==> src/rtl/pipe_stage_ctx.sv <==
// pipe_stage_ctx: pipeline stage register with stall/flush and a nested interrupt context stack
// Ports: clk rising-edge clock; reset async active-low; in_data/in_valid upstream payload;
//   stall holds, flush bubbles; int_save pushes the stage and bubbles it; int_restore pops into it;
//   out_data/out_valid registered stage; save_count occupied slots; save_overflow and
//   restore_underflow sticky until reset; restore_parity_err one-cycle pulse on a corrupt pop.
// Optional feature: define PIPE_CTX_PARITY_EN to store and check an even-parity bit per slot.
module pipe_stage_ctx #(
  parameter int WIDTH = 143,
  parameter int SAVE_DEPTH = 4,
  localparam int CW = $clog2(SAVE_DEPTH + 1)
) (
  input  logic             clk,
  input  logic             reset,
  input  logic [WIDTH-1:0] in_data,
  input  logic             in_valid,
  input  logic             stall,
  input  logic             flush,
  input  logic             int_save,
  input  logic             int_restore,
  output logic [WIDTH-1:0] out_data,
  output logic             out_valid,
  output logic [CW-1:0]    save_count,
  output logic             save_overflow,
  output logic             restore_underflow,
  output logic             restore_parity_err
);
  localparam int IW = SAVE_DEPTH > 1 ? $clog2(SAVE_DEPTH) : 1;
  logic [WIDTH:0] slot_q [SAVE_DEPTH];
  logic [IW-1:0] top;
  logic [WIDTH:0] top_entry, stage_d;
  logic full, empty, push, pop, par_bad;
  assign full = save_count == CW'(SAVE_DEPTH);
  assign empty = save_count == '0;
  // save always wins over a simultaneous restore
  assign push = int_save && !full;
  assign pop = !int_save && int_restore && !empty;
  assign top = IW'(save_count - CW'(1));
  assign top_entry = slot_q[top];
`ifdef PIPE_CTX_PARITY_EN
  logic par_q [SAVE_DEPTH];
  assign par_bad = ^{top_entry, par_q[top]};
  always_ff @(posedge clk or negedge reset)
    if (!reset) for (int i = 0; i < SAVE_DEPTH; i++) par_q[i] <= 1'b0;
    else for (int i = 0; i < SAVE_DEPTH; i++) if (push && CW'(i) == save_count) par_q[i] <= ^{out_valid, out_data};
`else
  assign par_bad = 1'b0;
`endif
  // a corrupt entry is replaced by a bubble rather than reaching the next stage
  always_comb
    stage_d = int_save ? '0 :
              int_restore ? (pop && !par_bad ? top_entry : '0) :
              flush ? '0 :
              stall ? {out_valid, out_data} : {in_valid, in_data};
  always_ff @(posedge clk or negedge reset)
    if (!reset) begin
      out_valid <= 1'b0;
      out_data <= '0;
      save_count <= '0;
      save_overflow <= 1'b0;
      restore_underflow <= 1'b0;
      restore_parity_err <= 1'b0;
      for (int i = 0; i < SAVE_DEPTH; i++) slot_q[i] <= '0;
    end else begin
      {out_valid, out_data} <= stage_d;
      save_count <= push ? save_count + CW'(1) : pop ? save_count - CW'(1) : save_count;
      save_overflow <= save_overflow | (int_save & full);
      restore_underflow <= restore_underflow | (!int_save & int_restore & empty);
      restore_parity_err <= pop & par_bad;
      for (int i = 0; i < SAVE_DEPTH; i++) if (push && CW'(i) == save_count) slot_q[i] <= {out_valid, out_data};
    end
endmodule

==> config.mk <==
export PLATFORM = sky130hd
export DESIGN_NAME = pipe_stage_ctx
export DESIGN_NICKNAME = d
export VERILOG_FILES = /design/src/rtl/pipe_stage_ctx.sv
export SDC_FILE = /design/constraint.sdc
export NUM_CORES = 1
export LEC_CHECK = 0
export BUFFER_PORTS_ARGS = -buffer_cell sky130_fd_sc_hd__buf_2
export CORE_MARGIN = 8
export CORE_UTILIZATION = 45
export CTS_CLUSTER_SIZE = 40
export DETAILED_ROUTE_END_ITERATION = 16
export GPL_TIMING_DRIVEN = 0
export PLACE_DENSITY_LB_ADDON = 0.2
export RECOVER_POWER = 100
export SLEW_MARGIN = 25
export SYNTH_ARGS = -nofsm -noshare
export SYNTH_HDL_FRONTEND = slang
export SYNTH_SLANG_ARGS = --single-unit
==> constraint.sdc <==
create_clock -name clk -period 2.6 [get_ports clk]
set_input_delay 0.52 -clock clk [delete_from_list [all_inputs] [get_ports clk]]
set_output_delay 0.52 -clock clk [all_outputs]
set_load 0.05 [all_outputs]
Word-level counts from Yosys, hierarchy flattened
Index checks and enable logic that the tools add are counted.
Storage, ports and cells
  flip-flop bits (word level): 725
  input port bits: 150
  output and inout bits: 150
Cells by class
  $add $sub $neg: 2
  magnitude comparators: 1
  eq/ne operators: 5
  muxes and demuxes: 10
  bitwise operators: 6
  reduce and logical (&&, ||, !) cells: 12
Operators by type and width (number)
  144-bit two-way mux: 7
  144-bit binary-select mux with 2-bit select: 1
  1-bit logical AND: 7
  2-bit by 3-bit == test with 1-bit output (first input constant): 2
  3-bit two-way mux: 2
  4-bit by 1-bit inequality test with 1-bit output (second input constant): 1
  3-bit by 1-bit adder with 3-bit output (second input constant): 1
  1-bit AND: 3
  1-bit by 3-bit == test with 1-bit output (first input constant): 1
  3-bit == test (second input constant): 1
  3-bit greater-or-equal comparator (second input constant): 1
  1-bit zero test: 3
  3-bit zero test: 1
  2-bit inverter with 3-bit output: 1
  3-bit by 1-bit subtractor with 3-bit output (second input constant): 1
  1-bit OR: 2
  2-bit nonzero test: 1

Longest topological paths before layout
  depth in word-level cells: 8
  gate-level depth with buffers: 11

Worst setup path after synthesis
OpenSTA, ideal clock, no wires.
  path type: register to register
  start: register save_count[0]
  end: register out_data[126]
  data arrival time: 2.749 ns
  required time: 2.474 ns
  path slack: -0.274 ns
  cell stages (with the launch flop): 11
  path buffers: 5
  period minus slack after synthesis: 2.874 ns
  path through: dfrtp_1 > buf_2 > buf_4 > buf_4 > inv_1 > ha_1 > buf_2 > clkbuf_1 > mux4_2 > nand2_1 > a21oi_1
Between the ends
  cells in the longest elaborated chain, start to end: 8
  elaborated cells between the ends (all ways): 11
  classes of those cells: add/sub: 1; mux: 6; bitwise: 1; reduce/logical: 3
Ends and longest elaborated chain
  start: declaration: line 22  | output logic [CW-1:0] save_count,
  start signal: assignment: line 65  | save_count <= push ? save_count + CW'(1) : pop ? save_count - CW'(1) : save_count;
  3-bit by 1-bit subtractor with 3-bit output
  2-bit inverter with 3-bit output (implied by the code): line 38  | assign top_entry = slot_q[top];
  144-bit binary-select mux with 2-bit select: line 38
  144-bit two-way mux (implied by the code) (2 in a row): line 38
  144-bit two-way mux * (2 in a row): line 51  | int_restore ? (pop && !par_bad ? top_entry : '0) :
  144-bit two-way mux *: line 50  | stage_d = int_save ? '0 :
  end signal: assignment: line 64  | {out_valid, out_data} <= stage_d;
  end: declaration: line 20  | output logic [WIDTH-1:0] out_data,
Every way passes the cells marked *; elsewhere a longest branch is shown, timed or not. The select of a mux whose other input is x is not followed.
A chain may end at the register's enable or synchronous reset.

Worst setup path in the final report
  start: register save_count[0]
  end: register out_data[80]
The elaborated chain is that of the path after synthesis.

==> flow_metrics.tcl <==
set metrics [dict create \
    status "complete, no violations" \
    p_int_mw 27.52 \
    fin_total_pwr_mw 40.82 \
    cts-htree-levels 3 \
    ys_warn_count 0 \
    coreArea_um2 69660 \
    worst_pin_slew_ns 1.026 \
    yosys-top-cells-count "725 x dfrtp_1, 576 x mux2_2, 151 x nand2_1" \
    finalSetupTns_ns 0 \
    dpl_cell_area_um2 34360 \
    grt_setup_unrepaired "false" \
    gr-usage-all-layers_pct 20.93 \
    clkPwrFrac_pct 28.2 \
    ys_seq_elements 725 \
    synthCells 2220 \
    ys_top_cells_by_area "dfrtp_1 58%, mux2_2 21%, mux4_2 10%" \
    syn_avg_cell_area_um2 14.17 \
    timing.hold.ws_ns 0.1961 \
    synth_top_area_share_pct 57.69 \
    max_slew_margin_pct 31.59 \
    dieArea_um2 78600 \
    clk_pin_slew_ns 0.06 \
    end_kind "flop" \
    wl_per_cell_um 22.64 \
    root_buffer "clkbuf_16" \
    path_cells "buf_12, buf_16, clkinvlp_4, ha_4, buf_12, buf_2, mux4_2, nand2_1, a21oi_1" \
    ys_seq_area_share_pct 57.69 \
    finalWirelength_mm 81.80 \
    cts_num_sinks 725 \
    path_max_fanout 10 \
    nNetsFinal 2770 \
    async_reset_ff_share_pct 100.0 \
    power_switching_mw 13.30 \
    pwr-share-seq_pct 39.5 \
    cts_buffer_depth 3 \
    fmax_ghz 0.4008 \
    synth_area_leader_cell "dfrtp_1" \
    clock_skew_ns 0.02225 \
    required_ns 3.08 \
    ys_types 30 \
    numCtsBuffers 79 \
    cts_tree "yes" \
    overflow 0 \
    drive_gt1_share_pct 42.34 \
    hpwl_mm 55.60 \
    synth.most_common_cell "dfrtp_1" \
    ant_nets 0 \
    drv_cap 0 \
    insertion_delay_ns 0.61 \
    setup_viol 0 \
    maxSlewViolCount 0 \
    die_h_um 280.4 \
    grt_antenna_before_repair 4 \
    num_rows 97 \
    finalCritPeriodShare_pct 95.97 \
    area.growth.synth_to_final_pct 18.24 \
    max_stage_delay_ns 0.44 \
    hold_class "input pin to flop" \
    drt_iter0_markers 1221 \
    slowest_stage "dfrtp_1" \
    regArea_um2 18140 \
    first_pass_iters 7 \
    multiInputGateArea_um2 12580 \
    gp_congestion 0.7886 \
    io_buffers 296 \
    grt_max_degree 100 \
    synth_edf_count 0 \
    ir_worst_vdd_uv 524.9 \
    grt_pass1_vias 21460 \
    vias_per_cell 5.492 \
    start_kind "flop" \
    syn-cell-area_um2 31450 \
    power_density_nw_per_um2 1098 \
    design_area_um2 37180 \
    critical_path_class "flop to flop" \
    synth_fp_nets 2376 \
    die_w_um 280.4 \
    start_util_pct 45.14 \
    critical_path_arrival_ns 2.97 \
    finalCoreUtilization_pct 53.37 \
    vias 19840 \
    nFillCells 6043 \
    p_comb_share_pct 32.4 \
    drc 0 \
    synth_flop_cell "dfrtp_1" \
    swShare_pct 32.59 \
    leakage_nw 17.80 \
    ios 300 \
    report.final.hold_viol_count 0 \
    crit_top_cell "buf_12" \
    period_minus_slack_ns 2.495 \
    grt_pass1_wl_mm 128.7 \
]
## power groups by stage
stage               logic [mW]  clock network (mW)  registers [mW]
finish                    13.2                11.5            16.1
global route              14.1                12.2            16.5
CTS                       13.6                11.8            16.1
detailed placement        13.0                   0            16.2
global placement          12.8                   0            16.0
floorplan                 8.28                   0            17.0
## through the flow
step | worst slack, ns | cells
CTS | 0.01103 | 3606
detailed placement | -1.241 | 3465
finish | 0.1047 | 3613
floorplan | 0.0006355 | 2220
global route | 0.01922 | 3612
global placement | -14.70 | 3456
## cells by family (layout without fill, tap and decap cells)
kind of cell | after synthesis | after routing | synth area share, %
other cells | 1 | 3 | 0.01193
mux | 720 | 720 | 30.94
fa+ha+maj | 6 | 6 | 0.2387
simple gates | 305 | 305 | 3.736
compound gates | 301 | 301 | 4.902
xor+xnor | 1 | 1 | 0.02786
buf+inv | 161 | 612 | 2.451
flops | 725 | 725 | 57.69
## per-layer routing
layer | up-vias | global-route usage, % | routed length (um)
li1 | 8816 | - | -
met1 | 10540 | 27.13 | 34640
met2 | 382 | 35.41 | 41250
met3 | 107 | 4.564 | 4034
met4 | 2 | 5.914 | 1870
met5 | - | 0 | 10
## flip-flops by register name, indices dropped and copies added (netlist names)
signal	cells
out_data	143
slot_q	576
save_count	3
restore_underflow	1
out_valid	1
save_overflow	1
## cells in the final DEF (no fill, tap or decap), types with 2 or more instances in the layout
cell and count:
dfrtp_1 725, mux2_2 575, clkbuf_1 207, buf_2 164, a21oi_1 148, nand2_1 147
nor2_1 145, mux4_2 144, o21ai_0 138, clkbuf_16 82, clkbuf_2 45, clkbuf_8 31
buf_4 26, clkbuf_4 11, clkinv_2 11, buf_16 8, o21ai_1 8, buf_6 6
ha_1 5, bufinv_16 5, buf_12 4, buf_8 4, nand3_1 3, diode_2 2
inv_2 2, nand2b_1 2, nand2_2 2, inv_6 2
## worst max-delay path, delay by kind of cell (launching register included)
family | cells | cell delay [ns]
AND/OR/NAND/NOR | 1 | 0.11
flip-flops | 1 | 0.44
buffers and inverters | 5 | 0.97
multiplexers | 1 | 0.41
AO/OA/AOI/OAI | 1 | 0.07
adder cells (fa/ha/maj) | 1 | 0.34
## area by class of cell
type / count / area share (%)
flip-flops and latches: 725 / 48.80
multi-input cells: 1334 / 33.84
clock buffers: 119 / 6.619
repair buffers: 316 / 4.381
well taps: 940 / 3.163
plain buffers: 154 / 2.494
clock inverters: 19 / 0.6428
inverters: 4 / 0.05048
diodes: 2 / 0.01346
## worst paths after layout
path / startpoint / endpoint / slack, ns / cells past startpoint
max reg2reg: save_count[0] / out_data[80] / 0.10 / 9
min in group asynchronous: reset / slot_q[184] / 0.38 / 2
min: in_data[141] / out_data[141] / 0.20 / 3
min reg2reg: slot_q[466] / slot_q[466] / 0.49 / 1
max: save_count[0] / out_data[80] / 0.10 / 9
max in group asynchronous: reset / slot_q[275] / 0.33 / 6
## repair_timing
item / CTS / global route
gates resized for setup: 99 / 5
hold buffers: 1 / 0
pin swaps: 3 / 1
endpoints found under the setup margin: 577 / 312
hold endpoints to repair: 47 / 0
cloned: 0 / 2
setup buffers: 4 / 4
Power figures use the tool's default switching activity.
